==> src/rtl/operand_recover.sv <==
`default_nettype none
// +------------------------------------------------------------------------+
// | Module  : operand_recover                                              |
// | Brief   : 2-stage valid/ready pipeline recovering b from a and y=a+/-b  |
// |           Optional stats counters: define OPERAND_RECOVER_STATS_EN      |
// | Revision: 1.0 - initial release                                        |
// +------------------------------------------------------------------------+
module operand_recover #(
  parameter int SEL = 0
) (
  input  logic        clk,
  input  logic        rst,
  input  logic        in_valid,
  output logic        in_ready,
  input  logic [6:0]  in_a,
  input  logic [7:0]  in_y,
  output logic        out_valid,
  input  logic        out_ready,
  output logic [6:0]  out_b,
  output logic        out_err,
  output logic [15:0] cnt_total,
  output logic [15:0] cnt_err
);

  logic       r_s1_valid;
  logic [6:0] r_s1_a;
  logic [7:0] r_s1_y;
  logic       r_s2_valid;
  logic [6:0] r_s2_b;
  logic       r_s2_err;

  logic       w_s1_load;
  logic       w_s2_load;
  logic [6:0] w_b;
  logic       w_err;

  // Ready ripples back from the consumer; in_valid never feeds in_ready.
  assign w_s2_load = !r_s2_valid | out_ready;
  assign w_s1_load = !r_s1_valid | w_s2_load;
  assign in_ready  = w_s1_load;

  generate
    case (SEL)
      1: begin : g_sub
        logic [7:0] w_d;
        assign w_d   = {1'b0, r_s1_a} - r_s1_y;
        assign w_b   = w_d[6:0];
        assign w_err = w_d[7];
      end
      default: begin : g_add
        logic [8:0] w_d;
        assign w_d   = {1'b0, r_s1_y} - {2'b00, r_s1_a};
        assign w_b   = w_d[6:0];
        assign w_err = w_d[8] | w_d[7];
      end
    endcase
  endgenerate

  always_ff @(posedge clk or posedge rst) begin
    if (rst) begin
      r_s1_valid <= 1'b0;
      r_s1_a     <= 7'd0;
      r_s1_y     <= 8'd0;
    end else if (w_s1_load) begin
      r_s1_valid <= in_valid;
      if (in_valid) begin
        r_s1_a <= in_a;
        r_s1_y <= in_y;
      end
    end
  end

  always_ff @(posedge clk or posedge rst) begin
    if (rst) begin
      r_s2_valid <= 1'b0;
      r_s2_b     <= 7'd0;
      r_s2_err   <= 1'b0;
    end else if (w_s2_load) begin
      r_s2_valid <= r_s1_valid;
      if (r_s1_valid) begin
        r_s2_b   <= w_b;
        r_s2_err <= w_err;
      end
    end
  end

  assign out_valid = r_s2_valid;
  assign out_b     = r_s2_b;
  assign out_err   = r_s2_err;

`ifdef OPERAND_RECOVER_STATS_EN
  localparam logic [15:0] c_cnt_max = 16'hFFFF;

  logic        w_out_fire;
  logic [15:0] r_cnt_total;
  logic [15:0] r_cnt_err;

  assign w_out_fire = r_s2_valid & out_ready;

  always_ff @(posedge clk or posedge rst) begin
    if (rst) begin
      r_cnt_total <= 16'd0;
      r_cnt_err   <= 16'd0;
    end else if (w_out_fire) begin
      if (r_cnt_total != c_cnt_max) r_cnt_total <= r_cnt_total + 16'd1;
      if (r_s2_err && (r_cnt_err != c_cnt_max)) r_cnt_err <= r_cnt_err + 16'd1;
    end
  end

  assign cnt_total = r_cnt_total;
  assign cnt_err   = r_cnt_err;
`else
  assign cnt_total = 16'd0;
  assign cnt_err   = 16'd0;
`endif

endmodule
`default_nettype wire

==> config.mk <==
export PLATFORM = sky130hd
export DESIGN_NAME = operand_recover
export DESIGN_NICKNAME = d
export VERILOG_FILES = /design/src/rtl/operand_recover.sv
export SDC_FILE = /design/constraint.sdc
export NUM_CORES = 1
export LEC_CHECK = 0
export CAP_MARGIN = 25
export CORE_MARGIN = 2
export CORE_UTILIZATION = 46
export DETAILED_ROUTE_END_ITERATION = 10
export PLACE_DENSITY = 0.84
export SKIP_CTS_REPAIR_TIMING = 1
export SYNTH_ARGS = -nofsm -noshare
export SYNTH_HDL_FRONTEND = slang
export SYNTH_SLANG_ARGS = --single-unit
==> constraint.sdc <==
create_clock -name clk -period 5.4 [get_ports clk]
set_input_delay 0.81 -clock clk [delete_from_list [all_inputs] [get_ports clk]]
set_output_delay 0.81 -clock clk [all_outputs]
set_load 0.005 [all_outputs]
# Word level (Yosys, flattened, before mapping)
# Index checks and enable logic that the tools add are counted.
[classes]
addsub = 1
bitwise = 3
reduce_logical = 4
[ops]
columns = ["op", "count"]
rows = [
  ["subtractor 8 x 7 -> 9 bit", 1],
  ["AND reduction 2 bit", 2],
  ["OR 1 bit", 3],
  ["logical NOT 1 bit", 2],
]
[word_totals]
reg_bits = 25

# Logic depth before layout (Yosys ltp)
[depth]
ltp_word = 4
ltp_mapped = 8
mapped_depth_nobuf = 8

# Worst setup path after synthesis
# OpenSTA, ideal clock, no wires.
[synth_timing]
path_type = "input to output"
start = "in out_ready"
end = "out in_ready"
t_arrival_ns = 1.073
required_ns = 4.590
setup_slack_ns = 3.517
path_stages = 2
path_cell_list = "nor2b_1 > nand2_1"
[synth_via]
elab_chain_len = 2
[synth_rtl]
columns = ["item", "line_no", "rtl"]
rows = [
  ["from (decl)", "18", "input logic out_ready,"],
  ["OR 1 bit", "38", "assign w_s2_load = !r_s2_valid | out_ready;"],
  ["OR 1 bit", "39", "assign w_s1_load = !r_s1_valid | w_s2_load;"],
  ["to (decl)", "14", "output logic in_ready,"],
]
# Every way passes these cells.

# Worst setup path after layout
# Same ends and word-level chain as after synthesis.

==> reports/metrics.csv <==
stage,metric,value,unit
global_routing,grt_max_degree,26,
synth,synth-simple-area-share,8.19,%
min_path,hold_class,register to register,
cells_and_area,fin_nets,204,
power_and_ir_drop,peakVddDrop,0.135,mV
global_routing,grt_remaining_overflow,0,
placement,hpwl,1.81,mm
route,wl_per_cell,10.2,µm
power_and_ir_drop,p_int,380,µW
clocking,cts_root_buf,clkbuf_4,
sta,rsz0062_at_grt,false,
sta,finalSetupTns,0,ps
clocking,numCtsBuffers,3,
route,drc_errors,0,
placement,place.gp.congestion,0.837,
sta,whs,493,ps
critical_path,start_kind,input pin,
placement,post-place-cells,216,
cells_and_area,diodes,0,
route,drtIter0Drc,18,
flow_run,maxCapViolCount,0,
sta,setup_viol,0,
synth,synth_seq_cells,25,
route,routed_wl,2.25,mm
route,ant_nets,0,
sta,finalHoldViolations,0,
die,rows,20,
synth,synthArstFlopShare,100,%
critical_path,crit_chain,"clkdlybuf4s50_1, nor2b_1, nand2_1, clkdlybuf4s50_1",
synth,synth_fa_ha_area_share,7.04,%
clocking,cts_buffer_depth,2,
synth,ys_warn_count,0,
synth,synth_xor_area_share,1.72,%
synth,synth_edf_count,0,
sta,slew_headroom,39.1,%
critical_path,slowest_stage,clkdlybuf4s50_1,
sta,clock.fmax,355,MHz
power_and_ir_drop,p_sw,179,µW
sta,fin_crit_sh,52.1,%
critical_path,cpPeakStageDelay,460,ps
power_and_ir_drop,p_comb_share,39.7,%
power_and_ir_drop,powerDensity,319,nW/µm²
clocking,clkSinkCount,25,
die,coreArea,3100,µm²
synth,syn_area,1530,µm²
placement,io_buffer_count,28,
sta,skew,12.3,ps
global_routing,grt_first_pass_wirelength,3.66,mm
critical_path,critical_path_required,4590,ps
critical_path,end_kind,output pin,
synth,synth_mux_area_share,11.1,%
clocking,cts.htree.levels,1,
synth,synth.distinct_cells,35,
synth,ys_seq_area_share,41.0,%
status,status,finished clean,
synth,synth_cells,148,
cells_and_area,final_util,56.4,%
global_routing,first_global_vias,863,
global_routing,antenna_found_initial,0,
route,drt_first_pass_iters,4,
synth,avgSynthCellArea,10.3,µm²
power_and_ir_drop,p_clk_share,15.1,%
clocking,cts_tree,built,
critical_path,worst-path-buf-inv,2,
synth,synth_top_family_by_area,buffers and inverters,
synth,synth_compound_area_share,10.8,%
power_and_ir_drop,seqPwrFrac,45.3,%
clocking,clkSlewWorstSetupHoldPaths,120,ps
critical_path,crit_type,input pin to output pin,
synth,dominantRegCellSynth,dfrtp_1,
clocking,clock_latency,320,ps
power_and_ir_drop,p_sw_share,32.1,%
die,die_x,61.6,µm
cells_and_area,n_fill_cell,285,
cells_and_area,area_delta_synth_final,14.5,%
sta,min_period,2810,ps
global_routing,grt_usage,13.1,%
critical_path,cp_data_arrival_time,2000,ps
route,viasPerCell,4.50,
cells_and_area,stdcell_count,220,
sta,finalMaxSlewViolations,0,
critical_path,cp_max_fo,3,
die,die_area,3800,µm²
sta,tightest_slew,913,ps
die,initial_utilization,49.2,%
die,io_pins,61,
route,vias,991,
die,die_h,61.6,µm
cells_and_area,drive_above_1_share,3.41,%
power_and_ir_drop,p_leak,0.834,nW
critical_path,critPathTopFamily,buffers and inverters,
critical_path,crit_top_cell,clkdlybuf4s50_1,
-- sequential cells by signal, summed over array words and instances (netlist names) --
name / count
r_s1_y: 8
out_b: 7
out_err: 1
r_s1_valid: 1
r_s1_a: 7
out_valid: 1
-- power groups by stage --
| stage | combinational (mW) | clock (mW) | sequential [mW] |
|---|---|---|---|
| floorplan | 0.148 | 0 | 0.257 |
| finish | 0.222 | 0.0841 | 0.253 |
| global route | 0.248 | 0.0937 | 0.261 |
| CTS | 0.223 | 0.0861 | 0.255 |
| global placement | 0.217 | 0 | 0.258 |
| detailed placement | 0.223 | 0 | 0.259 |
-- cells in the mapped netlist (all sizes together), types with 2 or more instances --
library cell,count,share of area (%)
buf,34,17
dfrtp,25,41
mux2,15,11
inv,13,3.2
nand2,13,3.4
ha,7,5.7
a21oi,5,1.9
o21ai,5,1.6
nor2,3,0.74
o2111ai,3,1.7
and3,2,0.82
nand2b,2,0.82
nand3,2,0.66
xnor2,2,1.1
-- cell type report --
class / count / area, µm² / share of cell area (%)
repair buffers: 28 / 280 / 16.0
clock buffers: 4 / 26.3 / 1.50
flip-flops and latches: 25 / 626 / 35.8
multi-input cells: 106 / 713 / 40.8
well taps: 44 / 55.1 / 3.15
inverters: 13 / 48.8 / 2.79
-- worst min-delay path, delay by kind of cell, from the launching register on --
kind	cells	cell delay [ps]
and+or+nand+nor	2	100
DFF	1	370
-- cell families after synthesis --
kind of cell             count (synthesis)
AO/OA/AOI/OAI                           22
XOR/XNOR                                 3
adder cells (fa/ha/maj)                  8
buffers and inverters                   48
flip-flops                              25
multiplexers                            15
other                                    1
AND/OR/NAND/NOR                         26
-- layout by cell type (no fill, tap or decap), drive strengths merged, types with 2 or more instances in the layout --
cell,n
ha,7
dfrtp,25
nand3,2
and3,2
a21oi,5
mux2,15
inv,13
o21ai,5
conb,32
nor2,3
o2111ai,3
clkdlybuf4s50,28
nand2,13
clkbuf,4
xnor2,2
nand2b,2
-- path summary, 6_finish.rpt --
| kind | from | endpoint | slack (ps) | cells past startpoint |
|---|---|---|---|---|
| setup / recovery | out_ready | in_ready | 2590 | 4 |
| setup reg to reg | r_s1_y[0]$_DFFE_PP0P_ | out_b[6]$_DFFE_PP0P_ | 3530 | 8 |
| hold reg to reg | out_b[1]$_DFFE_PP0P_ | out_b[1]$_DFFE_PP0P_ | 490 | 2 |
| min in group asynchronous | rst | r_s1_a[3]$_DFFE_PP0P_ | 970 | 2 |
| max in group asynchronous | rst | out_b[3]$_DFFE_PP0P_ | 3870 | 2 |
| hold / removal | out_b[1]$_DFFE_PP0P_ | out_b[1]$_DFFE_PP0P_ | 490 | 2 |
-- metrics by stage --
stage	setup WS, ps	total power [mW]	instance area (µm²)
final	2590	0.559	1750
after global routing	2510	0.602	1750
after CTS	2590	0.564	1750
after detailed placement	2590	0.482	1720
after global placement	2610	0.475	1720
after floorplan	3520	0.405	1640
-- routing by layer --
layer | routed length [µm] | up-vias | global-route usage, %
met5 | 0 | - | 0
met4 | 38 | 0 | 5.47
met3 | 146 | 4 | 3.15
met2 | 1100 | 41 | 20.9
met1 | 971 | 450 | 17.0
li1 | - | 496 | -
No activity file was read; power rests on OpenSTA's default activity.
